`src/rtl/div32.sv`:
```
// -----------------------------------------------------------------------------
// div32 -- iterative integer divider for the RV32M execution stage.
//
// Accepts one operand pair via a valid/ready handshake and returns quotient
// and remainder with RISC-V DIV/DIVU/REM/REMU semantics. Normal operations
// run a restoring divider at one quotient bit per clock and use DATA_WIDH+1
// clock edges from acceptance to result. Divide-by-zero and signed overflow
// bypass the iteration loop and produce their result one edge after
// acceptance.
//
// Ports
//   clk           rising-edge clock
//   rst           asynchronous, active-high reset
//   valid_input   operand pair present (sampled only while ready=1)
//   is_signed     1 = DIV/REM, 0 = DIVU/REMU
//   a             dividend
//   b             divisor
//   ready         block is idle and accepts valid_input this cycle
//   valid_output  one-cycle pulse: R_quot/R_rem were just updated
//   R_quot        quotient, held until the next result
//   R_rem         remainder, held until the next result
// -----------------------------------------------------------------------------
module div32 #(
  parameter int DATA_WIDH = 32
) (
  input  logic                 clk,
  input  logic                 rst,
  input  logic                 valid_input,
  input  logic                 is_signed,
  input  logic [DATA_WIDH-1:0] a,
  input  logic [DATA_WIDH-1:0] b,
  output logic                 ready,
  output logic                 valid_output,
  output logic [DATA_WIDH-1:0] R_quot,
  output logic [DATA_WIDH-1:0] R_rem
);

  localparam int W  = DATA_WIDH;
  localparam int CW = $clog2(W);
  localparam logic [CW-1:0] CNT_LAST = CW'(W - 1);
  localparam logic [W-1:0]  MIN_NEG  = {1'b1, {(W-1){1'b0}}};
  localparam logic [W-1:0]  ALL_ONES = {W{1'b1}};

  typedef enum logic [1:0] {
    IDLE = 2'd0,
    CALC = 2'd1,
    FIX  = 2'd2,
    DONE = 2'd3
  } state_t;

  state_t         state_reg, state_next;
  logic [CW-1:0]  cnt_reg, cnt_next;
  logic [W-1:0]   rem_reg, rem_next;    // partial remainder
  logic [W-1:0]   quo_reg, quo_next;    // dividend shifts out, quotient shifts in
  logic [W-1:0]   div_reg, div_next;    // divisor magnitude
  logic           neg_q_reg, neg_q_next;
  logic           neg_r_reg, neg_r_next;
  logic [W-1:0]   res_q_reg, res_q_next;
  logic [W-1:0]   res_r_reg, res_r_next;

  // Operand decode at acceptance time.
  logic           sign_a, sign_b;
  logic [W-1:0]   a_mag, b_mag;

  // One restoring step: shift the next dividend bit into the remainder and
  // try to subtract the divisor. The 33-bit difference exposes the borrow.
  // Dropping rem_reg[W-1] during the shift is safe: the remainder only reaches
  // the top bit on the final step, or never when the divisor fits in W-1 bits.
  logic [W-1:0]   shifted;
  logic [W:0]     trial;

  assign sign_a = is_signed & a[W-1];
  assign sign_b = is_signed & b[W-1];
  // Negating the most negative value yields itself, which is the correct
  // unsigned magnitude.
  assign a_mag  = sign_a ? (~a + 1'b1) : a;
  assign b_mag  = sign_b ? (~b + 1'b1) : b;

  assign shifted = {rem_reg[W-2:0], quo_reg[W-1]};
  assign trial   = {1'b0, shifted} - {1'b0, div_reg};

  // ---------------------------------------------------------------------------
  // State register
  // ---------------------------------------------------------------------------
  always_ff @(posedge clk or posedge rst) begin
    if (rst) begin
      state_reg <= IDLE;
      cnt_reg   <= '0;
      rem_reg   <= '0;
      quo_reg   <= '0;
      div_reg   <= '0;
      neg_q_reg <= 1'b0;
      neg_r_reg <= 1'b0;
      res_q_reg <= '0;
      res_r_reg <= '0;
    end else begin
      state_reg <= state_next;
      cnt_reg   <= cnt_next;
      rem_reg   <= rem_next;
      quo_reg   <= quo_next;
      div_reg   <= div_next;
      neg_q_reg <= neg_q_next;
      neg_r_reg <= neg_r_next;
      res_q_reg <= res_q_next;
      res_r_reg <= res_r_next;
    end
  end

  // ---------------------------------------------------------------------------
  // Next-state and datapath
  // ---------------------------------------------------------------------------
  always_comb begin
    state_next = state_reg;
    cnt_next   = cnt_reg;
    rem_next   = rem_reg;
    quo_next   = quo_reg;
    div_next   = div_reg;
    neg_q_next = neg_q_reg;
    neg_r_next = neg_r_reg;
    res_q_next = res_q_reg;
    res_r_next = res_r_reg;

    unique case (state_reg)
      IDLE: begin
        if (valid_input) begin
          cnt_next = '0;
          div_next = b_mag;
          if (b == '0) begin
            // Special cases park the final answer in quo/rem with both sign
            // flags cleared, so FIX copies it to the outputs unchanged. This
            // keeps the output update and the valid pulse on one path.
            quo_next   = ALL_ONES;
            rem_next   = a;
            neg_q_next = 1'b0;
            neg_r_next = 1'b0;
            state_next = FIX;
          end else if (is_signed && (a == MIN_NEG) && (b == ALL_ONES)) begin
            quo_next   = MIN_NEG;
            rem_next   = '0;
            neg_q_next = 1'b0;
            neg_r_next = 1'b0;
            state_next = FIX;
          end else begin
            quo_next   = a_mag;
            rem_next   = '0;
            neg_q_next = sign_a ^ sign_b;
            neg_r_next = sign_a;
            state_next = CALC;
          end
        end
      end

      CALC: begin
        if (!trial[W]) begin
          rem_next = trial[W-1:0];
          quo_next = {quo_reg[W-2:0], 1'b1};
        end else begin
          rem_next = shifted;
          quo_next = {quo_reg[W-2:0], 1'b0};
        end
        // Counter wraps back to zero after the last step.
        cnt_next = cnt_reg + 1'b1;
        if (cnt_reg == CNT_LAST) begin
          state_next = FIX;
        end
      end

      FIX: begin
        res_q_next = neg_q_reg ? (~quo_reg + 1'b1) : quo_reg;
        res_r_next = neg_r_reg ? (~rem_reg + 1'b1) : rem_reg;
        state_next = DONE;
      end

      DONE: begin
        state_next = IDLE;
      end

      default: begin
        state_next = IDLE;
      end
    endcase
  end

  // ---------------------------------------------------------------------------
  // Outputs
  // ---------------------------------------------------------------------------
  assign ready        = (state_reg == IDLE);
  assign valid_output = (state_reg == DONE);
  assign R_quot       = res_q_reg;
  assign R_rem        = res_r_reg;

endmodule

```
`config.mk`:
```
export PLATFORM = sky130hd
export DESIGN_NAME = div32
export DESIGN_NICKNAME = d
export VERILOG_FILES = /design/src/rtl/div32.sv
export SDC_FILE = /design/constraint.sdc
export NUM_CORES = 1
export LEC_CHECK = 0
export BUFFER_PORTS_ARGS = -buffer_cell sky130_fd_sc_hd__buf_2
export CAP_MARGIN = 15
export CORE_ASPECT_RATIO = 0.9
export CORE_MARGIN = 5
export CORE_UTILIZATION = 40
export DETAILED_ROUTE_END_ITERATION = 8
export SETUP_SLACK_MARGIN = 0.1
export SLEW_MARGIN = 20
export SYNTH_ARGS = -nofsm -noshare
export SYNTH_HDL_FRONTEND = slang
export SYNTH_SLANG_ARGS = --single-unit
```
`constraint.sdc`:
```
create_clock -name clk -period 10 [get_ports clk]
set_input_delay 0.5 -clock clk [delete_from_list [all_inputs] [get_ports clk]]
set_output_delay 0.5 -clock clk [all_outputs]
set_load 0.005 [all_outputs]
```
==> metrics.md, run 1 <==
| Metric | Value |
|---|---|
| Post-Syn Instances | `around 1500` |
| Synth area leaders | `dfrtp_1, a21oi_1, xor2_1` |
| IO Count | `~130` |
| Syn Nets | `roughly 1600` |
| Layout filler cell count | `about 3000` |
| Residual DRC count | `0` |
| Area after DPL | `13100 sq um` |
| Ys flop type | `dfrtp_1` |
| DR iter-0 viols | `approximately 1000` |
| Final net count | `1693` |
| TritonRoute pass-1 iters | `5` |
| Power Density | `390 nW/um^2` |
| Post-Place Worst Slack | `6.01 ns` |
| Layout Skew | `0.0143 ns` |
| Hold Violations, Final | `0` |
| GR Overflow Total | `0` |
| Die Ht | `approximately 180 um` |
| Post-synthesis cell type count | `71` |
| Worst setup EP type | `flop` |
| Max Root-Sink Buffers | `2` |
| ANT nets after route | `0` |
| CP Class | `reg -> reg` |
| Vias | `11300` |
| Critical path fanouts, max | `30` |
| Seq/Total Area, Yosys | `34.7%` |
| Post-Synth XOR/XNOR Area | `9.41%` |
| CTS Buf Count | `17` |
| Clock Latency Late Sink | `0.45 ns` |
| CTS H-tree depth | `4` |
| Setup violators final | `0` |
| Routed WL | `~38 mm` |
| #FFs+latches synth | `about 170` |
| TNS Setup | `0 ns` |
| Synth Area in Simple Gates | `21.1%` |
| Max-cap violations | `0` |
| Clock root buffer master | `clkbuf_16` |
| CTS Hold Bufs | `0` |
| Core area | `~30000 sq um` |
| CTS clock-pin slew for the worst setup and hold paths | `0.07 ns` |
| EDFF count, synth | `0` |
| Min-delay worst type | `in -> async` |
| Main combinational cell family by area after synthesis | `compound AO/OA/AOI/OAI gates` |
| Syn_area_per_cell | `approximately 8.1 sq um` |
| Min Clock Period, post-route | `4.12 ns` |
| First-pass GRT wire length | `59.9 mm` |
| Synth Area in Adders | `4.58%` |
| Post-Syn Area | `12200 sq um` |
| CTS tree | `built` |
| WL/cell | `18.9 um` |
| Area grow syn2layout | `12.6%` |
| Status | `finished clean` |
| Most frequent cell after synthesis | `nand2_1` |
| Largest net degree at the start of global routing | `101` |
| Die ar. | `34100 sq um` |
| Peak Freq | `243 MHz` |
| Multiplexer share of the synthesized area | `3.58%` |
| Most instantiated cells after synthesis | `nand2_1, dfrtp_1, a21oi_1` |
| I/O Buffers | `roughly 130` |
| Count of final max-slew check failures | `0` |
| Critical Path RT | `a little over 10 ns` |
| WP data arrival | `4.48 ns` |
| FF/Latch Area | `4230 sq um` |
| Die Wd | `194 um` |
| Resize count post-CTS | `0` |
| RD Place Congestion | `0.913` |
| Number of global-route vias before repair | `10800` |
| Post-synthesis compound-gate area fraction | `a little over a fifth` |
| Clk sinks | `169` |
| Synth area leader | `dfrtp_1` |
| Initial core utilization | `40.7%` |
| Post-synth top area share | `34.7%` |
| Fraction of registers with async set/reset | `100%` |
| Post-CTS setup buffer count | `0` |
| P_leak | `just under 6 nW` |
| Critical Path Start Type | `flop` |
| Worst-margin pin slew | `1.08 ns` |
| Row Count | `60` |
| Total track usage | `21.8%` |
| Design area | `~14000 sq um` |
| Multi-input gate area | `between 7000 and 8000 sq um` |
| Initial antenna violation count | `4` |
| Post-DP HPWL | `28.1 mm` |
| Share of cells above drive strength 1 | `between 10% and 20%` |
| Post-route worst setup slack | `5.88 ns` |
| Drt via density | `between 5 and 6` |
| Crit share post-route | `41.2%` |
| Worst vdd ir | `0.000221 V` |
| Slew headroom | `27.9%` |
| Yosys warning count | `0` |
| RSZ-0062 raised after global routing | `false` |
worst max-delay path, stage by stage (launching register included):
cell,delay (ns)
dfrtp_1,0.38
inv_1,0.11
ha_1,0.20
fa_1,0.22
nor2b_1,0.08
o31ai_1,0.42
nand2_1,0.10
a21oi_1,0.74
a311oi_2,0.35
o21ai_4,0.88
mux2_2,0.42
a22oi_1,0.14
placed cells by master, fill, tap and decap left out, types with 14 or more instances in the layout:
cell type	synthesis	layout
a211oi_1	15	15
a21o_1	25	25
a21oi_1	164	163
buf_2	6	133
clkbuf_16	0	17
dfrtp_1	169	169
ha_1	43	41
inv_1	63	62
mux2_2	29	29
nand2_1	173	172
nand2b_1	20	20
nand3_1	25	25
nand4_1	18	18
nor2_1	147	147
nor3_1	31	31
nor4_1	16	16
o21ai_0	103	103
o31ai_1	30	30
o41ai_1	14	14
or3_1	29	29
xnor2_1	39	39
xor2_1	92	92
kinds of logic after synthesis:
kind of cell	count (synthesis)
xor gates and xnor gates	131
adders and majority gates	44
DFF	169
muxes	40
buffers and inverters	151
AOI/OAI and AO/OA	439
and+or+nand+nor	535
power breakdown:
| part | total, mW | internal, mW | switching, mW |
|---|---|---|---|
| clock network | 0.689 | 0.384 | 0.304 |
| logic | 3.26 | 1.31 | 1.96 |
| registers | 1.40 | 1.03 | 0.374 |
| total | 5.36 | 2.72 | 2.64 |
final timing paths:
kind / from / slack [ns] / cells past startpoint / endpoint
setup reg to reg: quo_reg[31]$_DFFE_PP0P_ / 5.88 / 11 / rem_reg[0]$_DFFE_PP0P_
min in group clk: b[1] / 0.35 / 3 / div_reg[1]$_DFFE_PP0P_
setup / recovery: quo_reg[31]$_DFFE_PP0P_ / 5.88 / 11 / rem_reg[0]$_DFFE_PP0P_
max in group asynchronous: rst / 8.14 / 3 / quo_reg[24]$_DFFE_PP0P_
hold / removal: rst / 0.25 / 2 / R_rem[10]$_DFFE_PP0P_
hold reg to reg: cnt_reg[4]$_DFFE_PP0P_ / 0.48 / 2 / cnt_reg[4]$_DFFE_PP0P_
routing by layer:
| layer | track usage (%) | routed length, um | share of wire (%) |
|---|---|---|---|
| met1 | 30.7 | 17600 | 47 |
| met2 | 33.4 | 16700 | 44 |
| met3 | 4.83 | 2380 | 6.3 |
| met4 | 7.03 | 1080 | 2.9 |
| met5 | 0 | 41 | 0.11 |
layout make-up:
cell class / count / area share, %
sequential: 169 / 30.8
antenna: 2 / 0.0364
clock inverter: 12 / 1.00
tap: 403 / 3.67
timing repair buffer: 141 / 5.28
inverter: 63 / 1.76
clock buffer: 20 / 3.32
multi-input combinational: 1189 / 54.1
per-stage QoR:
stage | hold WS [ns] | power (mW) | utilization, % | cells
CTS | 0.302 | 5.35 | 45.8 | 1997
finish | 0.246 | 5.36 | 45.9 | 1999
detailed placement | 0.468 | 4.64 | 43.8 | 1965
global route | 0.330 | 5.85 | 45.9 | 1998
global placement | 0.457 | 4.60 | 43.8 | 1965
floorplan | 0.445 | 3.71 | - | 1509
Note: power is estimated with default switching activity, not from simulation.
==> run 2: changes to the inputs <==
==> constraint.sdc (replaced) <==
create_clock -name clk -period 3.3 [get_ports clk]
set_input_delay 0.165 -clock clk [delete_from_list [all_inputs] [get_ports clk]]
set_output_delay 0.165 -clock clk [all_outputs]
set_load 0.005 [all_outputs]
==> metrics.md, run 2 (synthesis gave the netlist of run 1 again) <==
| Metric | Value |
|---|---|
| Row Count | `60 (unchanged)` |
| Share of cells above drive strength 1 | `17.8% (+2.9 points)` |
| Setup violators final | `0 (unchanged)` |
| Status | `finished clean` |
| Critical path fanouts, max | `10 (-67%)` |
| Hold Path End | `div_reg[4]$_DFFE_PP0P_` |
| Net Sw Power | `8.17 mW (+210%)` |
| Crit share post-route | `91.1% (+50 points)` |
| ANT nets after route | `0 (unchanged)` |
| Worst R2R Path Depth | `13 (+2)` |
| Count of final max-slew check failures | `0 (unchanged)` |
| Worst R2R Start | `quo_reg[31]$_DFFE_PP0P_` |
| Post-CTS setup buffer count | `0 (unchanged)` |
| Worst path cell trace | `inv_1 -> ha_1 -> fa_1 -> nor2b_1 -> o31ai_2 -> nand2_1 -> a21oi_1 -> buf_4 -> buf_4 -> o21ai_1 -> mux2i_1 -> or4b_1 -> a21oi_1` |
| TritonRoute pass-1 iters | `6 (+1)` |
| Min-delay worst type | `in -> reg` |
| Worst-margin pin slew | `0.933 ns (-0.149 ns)` |
| Die Ht | `176 um (unchanged)` |
| Reg power frac | `23.9% (-2.3 points)` |
| Commonest non-fill, non-tap cell in the layout | `nand2_1` |
| Initial antenna violation count | `3 (-1)` |
| Post-Place Worst Slack | `0.238 ns (-5.77 ns)` |
| Power Density | `1190 nW/um^2 (+210%)` |
| CTS H-tree depth | `4 (unchanged)` |
| Clock root buffer master | `clkbuf_16` |
| Area grow syn2layout | `16.4%` |
| Clk sinks | `169 (unchanged)` |
| Total track usage | `22.0% (+0.18 points)` |
| Critical Path RT | `3.67 ns (-6.69 ns)` |
| P_leak | `6.05 nW (+4.5%)` |
| Max-cap violations | `0 (unchanged)` |
| CTS Buf Count | `17 (unchanged)` |
| DR iter-0 viols | `850 (-19%)` |
| Post-DP HPWL | `29.1 mm (+3.5%)` |
| First-pass GRT wire length | `60.4 mm (+0.89%)` |
| Comb power frac | `63.5% (+2.6 points)` |
| CTS clock-pin slew for the worst setup and hold paths | `0.08 ns (about the same)` |
| Critical path buffers and inverters | `3 (+2)` |
| Fin cells | `2048 (+2.5%)` |
| Core area | `30000 sq um (unchanged)` |
| RSZ-0062 raised after global routing | `false` |
| GR Overflow Total | `0 (unchanged)` |
| CP max stage cell | `or4b_1` |
| CP Class | `reg -> reg` |
| Slew headroom | `37.7% (+9.8 points)` |
| Hold_sp | `b[4]` |
| Largest net degree at the start of global routing | `71 (-30%)` |
| Clock Latency Late Sink | `0.45 ns (about the same)` |
| Critical Path Start Type | `flop` |
| WP data arrival | `3.38 ns (-1.10 ns)` |
| WL/cell | `18.5 um (-2.4%)` |
| Commonest non-fill, non-tap cells in the layout | `nand2_1, dfrtp_1, a21oi_1` |
| Sw frac | `48.4% (-0.84 points)` |
| Layout filler cell count | `2959 (-2.8%)` |
| RD Place Congestion | `0.914 (+0.15%)` |
| Worst setup EP type | `flop` |
| I/O Buffers | `133 (unchanged)` |
| Hold Violations, Final | `0 (unchanged)` |
| Dpl cells | `2013 (+2.4%)` |
| IO Count | `134 (unchanged)` |
| Internal power | `8.72 mW (+220%)` |
| Post-route worst setup slack | `0.295 ns (-5.58 ns)` |
| Initial core utilization | `40.7% (unchanged)` |
| Number of global-route vias before repair | `11000 (+1.5%)` |
| Crit path largest cell delay | `0.51 ns (-0.37 ns)` |
| CTS tree | `built` |
| Layout Skew | `0.0156 ns (+0.00127 ns)` |
| Hold Path Depth | `3` |
| Residual DRC count | `0 (unchanged)` |
| TNS Setup | `0 ns (unchanged)` |
| Max Root-Sink Buffers | `2 (unchanged)` |
| Routed WL | `37.8 mm (about the same)` |
| Vias | `11500 (+1.7%)` |
| Die ar. | `34100 sq um (unchanged)` |
| Peak Freq | `333 MHz (+37%)` |
| Drt via density | `5.61 (-0.74%)` |
| Die Wd | `194 um (unchanged)` |
| Total chip power | `16.9 mW (+220%)` |
| Worst vdd ir | `0.000560 V (+150%)` |
| Reg2reg end | `rem_reg[30]$_DFFE_PP0P_` |
| Crit-path leading delay family | `simple AND/OR/NAND/NOR gates` |
| Final net count | `1743 (+3.0%)` |
| Clock power share | `12.6% (-0.3 points)` |
| Reg2Reg Setup Slack | `0.29 ns (-5.58 ns)` |
| Min Clock Period, post-route | `3.01 ns (-1.12 ns)` |
## run 2: cell count changes in the layout (fill, tap and decap cells not counted), sizes merged
cell / delta
buf: +48
clkbuf: -3
clkinv: -1
dlygate4sd3: +2
inv: +4
diode: -1
## run 2: worst max path at each step
stage,from,endpoint,slack [ns],depth (start not counted)
final,quo_reg[31]$_DFFE_PP0P_,rem_reg[30]$_DFFE_PP0P_,0.29,13
after global routing,quo_reg[31]$_DFFE_PP0P_,rem_reg[0]$_DFFE_PP0P_,0.11,13
after CTS,quo_reg[31]$_DFFE_PP0P_,rem_reg[30]$_DFFE_PP0P_,0.17,13
after detailed placement,quo_reg[31]$_DFFE_PP0P_,rem_reg[30]$_DFFE_PP0P_,0.24,13
after global placement,rem_reg[16]$_DFFE_PP0P_,rem_reg[17]$_DFFE_PP0P_,0.25,10
after floorplan,rem_reg[18]$_DFFE_PP0P_,rem_reg[26]$_DFFE_PP0P_,0.31,12
## run 2: layout make-up
type | count | area, sq um | area share [%]
Clock buffer | 17 | 425 | 3.00
Sequential cell | 169 | 4230 | 29.8
Tap cell | 403 | 504 | 3.55
Antenna cell | 1 | 2.50 | 0.0176
Multi-Input combinational cell | 1189 | 7460 | 52.6
Clock inverter | 15 | 175 | 1.23
Inverter | 63 | 240 | 1.69
Timing Repair Buffer | 191 | 1160 | 8.15
## run 2: power by group through the flow
stage	Combinational, mW	Sequential (mW)	Clock [mW]
final	10.7	4.03	2.13
after global routing	12.0	4.18	2.26
after CTS	10.7	4.03	2.19
after detailed placement	10.6	4.06	0
after global placement	10.6	4.03	0
after floorplan	7.34	3.89	0
## run 2: metrics by stage
step                      hold slack [ns]  area, sq um  utilization (%)
final                              0.0327        14200             47.4
after global routing               0.0527        14200             47.4
after floorplan                     0.299        12200                -
after global placement              0.403        13500             45.2
after CTS                         0.00641        14200             47.3
after detailed placement            0.411        13500             45.2
## run 2: worst register-to-register path, stage by stage, from the launching register on
cell     delay [ns]
dfrtp_1        0.34
inv_1          0.08
ha_1           0.24
fa_1           0.41
nor2b_1        0.22
o31ai_2        0.11
nand2_1        0.08
a21oi_1        0.06
buf_4          0.16
buf_4          0.17
o21ai_1        0.29
mux2i_1        0.13
or4b_1         0.51
a21oi_1        0.13
## run 2: per-layer routing
metal,GRT usage (%),part of all wire [%]
met1,31.0,47
met2,33.7,45
met3,4.64,5.8
met4,7.44,2.9
met5,0,0.090
## run 2: what timing repair did
item / 4_1_cts / 5_1_grt
gates resized for setup: 0 / 8
hold buffers: 2 / 0
setup endpoints to repair: 0 / 31
endpoints found under the hold margin: 37 / 0
==> run 3: changes to the inputs <==
==> constraint.sdc (replaced) <==
create_clock -name clk -period 3.2 [get_ports clk]
set_input_delay 0.16 -clock clk [delete_from_list [all_inputs] [get_ports clk]]
set_output_delay 0.16 -clock clk [all_outputs]
set_load 0.01 [all_outputs]
==> metrics.md, run 3 (synthesis gave the netlist of run 1 again) <==
| Metric | Value |
|---|---|
| Worst path cell trace | `buf_4 -> nor4_1 -> nand4b_1 -> nand3b_1 -> o31ai_1 -> buf_4 -> and2_1 -> nand2_1 -> xor2_1 -> mux2_2` |
| Hold slack | `0.0501 ns (+0.0174 ns)` |
| CTS H-tree depth | `4 (unchanged)` |
| Setup violators final | `0 (unchanged)` |
| IO Count | `134 (unchanged)` |
| Crit path largest cell delay | `0.44 ns (-0.07 ns)` |
| CP Class | `reg -> reg` |
| RD Place Congestion | `0.903 (-1.2%)` |
| Status | `finished clean` |
| Layout filler cell count | `2980 (+0.71%)` |
| Slew headroom | `45.5% (+7.8 points)` |
| Vias | `11600 (+0.60%)` |
| Clock root buffer master | `clkbuf_16` |
| Critical path fanouts, max | `6 (-4)` |
| Clk sinks | `169 (unchanged)` |
| Hold Violations, Final | `0 (unchanged)` |
| CTS clock-pin slew for the worst setup and hold paths | `0.08 ns (about the same)` |
| Total chip power | `17.7 mW (+4.6%)` |
| WL/cell | `18.5 um (+0.40%)` |
| Hold Path Depth | `3 (unchanged)` |
| Post-route worst setup slack | `0.235 ns (-0.0591 ns)` |
| Hold Path End | `div_reg[4]$_DFFE_PP0P_` |
| Post-CTS setup buffer count | `0 (unchanged)` |
| Critical Path RT | `3.52 ns (-0.15 ns)` |
| Reg power frac | `23.4% (-0.5 points)` |
| Final net count | `1754 (+0.63%)` |
| WP data arrival | `3.28 ns (-0.10 ns)` |
| Internal power | `9.02 mW (+3.5%)` |
| Die Ht | `176 um (unchanged)` |
| Comb power frac | `64.7% (+1.2 points)` |
| Clock power share | `11.9% (-0.7 points)` |
| Ant. Diodes | `0 (-1)` |
| CP max stage cell | `nor4_1` |
| Clock Latency Late Sink | `0.44 ns (about the same)` |
| FF/Latch Area | `4230 sq um (unchanged)` |
| Post-DP HPWL | `29.4 mm (+0.87%)` |
| P_leak | `6.10 nW (+0.79%)` |
| Die ar. | `34100 sq um (unchanged)` |
| Power Density | `1240 nW/um^2 (+3.8%)` |
| Max Root-Sink Buffers | `2 (unchanged)` |
| TritonRoute pass-1 iters | `5 (-1)` |
| Worst R2R Start | `rem_reg[9]$_DFFE_PP0P_` |
| Crit-path leading delay family | `simple AND/OR/NAND/NOR gates` |
| Worst vdd ir | `0.000618 V (+10%)` |
| Reg2reg end | `R_rem[29]$_DFFE_PP0P_` |
| GR Overflow Total | `0 (unchanged)` |
| Total track usage | `22.0% (about the same)` |
| ANT nets after route | `0 (unchanged)` |
| DR iter-0 viols | `827 (-2.7%)` |
| Count of final max-slew check failures | `0 (unchanged)` |
| Worst-margin pin slew | `0.815 ns (-0.117 ns)` |
| Share of cells above drive strength 1 | `18.4% (+0.67 points)` |
| Post-Place Worst Slack | `0.177 ns (-0.0611 ns)` |
| Sw frac | `48.9% (+0.51 points)` |
| Net Sw Power | `8.63 mW (+5.7%)` |
| Number of global-route vias before repair | `11200 (+1.6%)` |
| Crit share post-route | `92.6% (+1.6 points)` |
| Min Clock Period, post-route | `2.96 ns (-0.0409 ns)` |
| Setup crit start | `rem_reg[9]$_DFFE_PP0P_` |
| Critical path buffers and inverters | `2 (-1)` |
| Largest net degree at the start of global routing | `59 (-17%)` |
| Drt via density | `5.61 (+0.11%)` |
| Initial core utilization | `40.7% (unchanged)` |
| Critical Path Start Type | `flop` |
| Row Count | `60 (unchanged)` |
| Commonest non-fill, non-tap cell in the layout | `nand2_1` |
| CTS Buf Count | `17 (unchanged)` |
| Reg2Reg Setup Slack | `0.24 ns (-0.06 ns)` |
| Hold_sp | `b[4]` |
| Worst R2R Path Depth | `10 (-3)` |
| Peak Freq | `337 MHz (+1.4%)` |
| Area after DPL | `13600 sq um (+0.80%)` |
| TNS Setup | `0 ns (unchanged)` |
| Residual DRC count | `0 (unchanged)` |
| Multi-input gate area | `7470 sq um (+0.15%)` |
| First-pass GRT wire length | `60.6 mm (+0.27%)` |
| Worst setup EP type | `flop` |
| Area grow syn2layout | `17.2%` |
| Routed WL | `38.1 mm (+0.89%)` |
| RSZ-0062 raised after global routing | `true` |
| Max-cap violations | `0 (unchanged)` |
| CTS tree | `built` |
| Design area | `14300 sq um (+0.69%)` |
| Initial antenna violation count | `3 (unchanged)` |
| Commonest non-fill, non-tap cells in the layout | `nand2_1, dfrtp_1, a21oi_1` |
| I/O Buffers | `133 (unchanged)` |
| Core area | `30000 sq um (unchanged)` |
| Min-delay worst type | `in -> reg` |
| Most frequent CP cell | `buf_4` |
| Layout Skew | `0.0152 ns (-0.000356 ns)` |
| Die Wd | `194 um (unchanged)` |
## run 3: changes by cell type in the layout (fill, tap and decap cells not counted), moves of 2 or more
cell	previous run	this run
buf_4	52	61
inv_8	4	2
clkinvlp_4	2	5
buf_12	4	6
## run 3: power groups by stage
stage                     clock, mW  combinational (mW)  sequential [mW]
after floorplan                   0                7.58             4.16
after global placement            0                11.1             4.16
after detailed placement          0                11.2             4.18
after CTS                      2.14                11.3             4.14
after global routing           2.22                12.7             4.28
final                          2.10                11.4             4.14
## run 3: worst max path at each step
stage	endpoint	slack, ns	cells past startpoint
floorplan	rem_reg[26]$_DFFE_PP0P_	0.21	12
global placement	state_reg[0]$_DFFE_PP0P_	0.21	9
detailed placement	state_reg[1]$_DFFE_PP0P_	0.18	8
CTS	rem_reg[30]$_DFFE_PP0P_	0.20	12
global route	rem_reg[30]$_DFFE_PP0P_	0.08	12
finish	R_rem[29]$_DFFE_PP0P_	0.24	10
## run 3: routing by layer
metal	up-vias	share of wire, %	GRT usage (%)
li1	5623	-	-
met1	5556	47	31.1
met2	317	44	34.2
met3	53	6.1	4.58
met4	6	2.4	6.21
met5	-	0.11	0
## run 3: what timing repair did
action	CTS	global route
endpoints found under the setup margin	0	22
gates resized for setup	0	9
hold buffers	2	0
hold endpoints to repair	30	0
## run 3: cell type report
cell class / count / share of cell area [%]
multi-input cells: 1189 / 52.3
flip-flops and latches: 169 / 29.6
repair buffers: 202 / 8.84
well taps: 403 / 3.53
clock buffers: 17 / 2.98
inverters: 63 / 1.68
clock inverters: 15 / 1.09
## run 3: stage by stage
| stage | util, % | std cells |
|---|---|---|
| floorplan | - | 1509 |
| detailed placement | 45.5 | 2024 |
| global placement | 45.5 | 2024 |
| CTS | 47.6 | 2058 |
| finish | 47.7 | 2058 |
| global route | 47.7 | 2058 |
## run 3: tightest hold or removal path, delay by kind of cell
kind	cells	cell delay, ns
AO/OA/AOI/OAI	1	0.06
buffers and inverters	1	0.12
XOR/XNOR	1	0.12
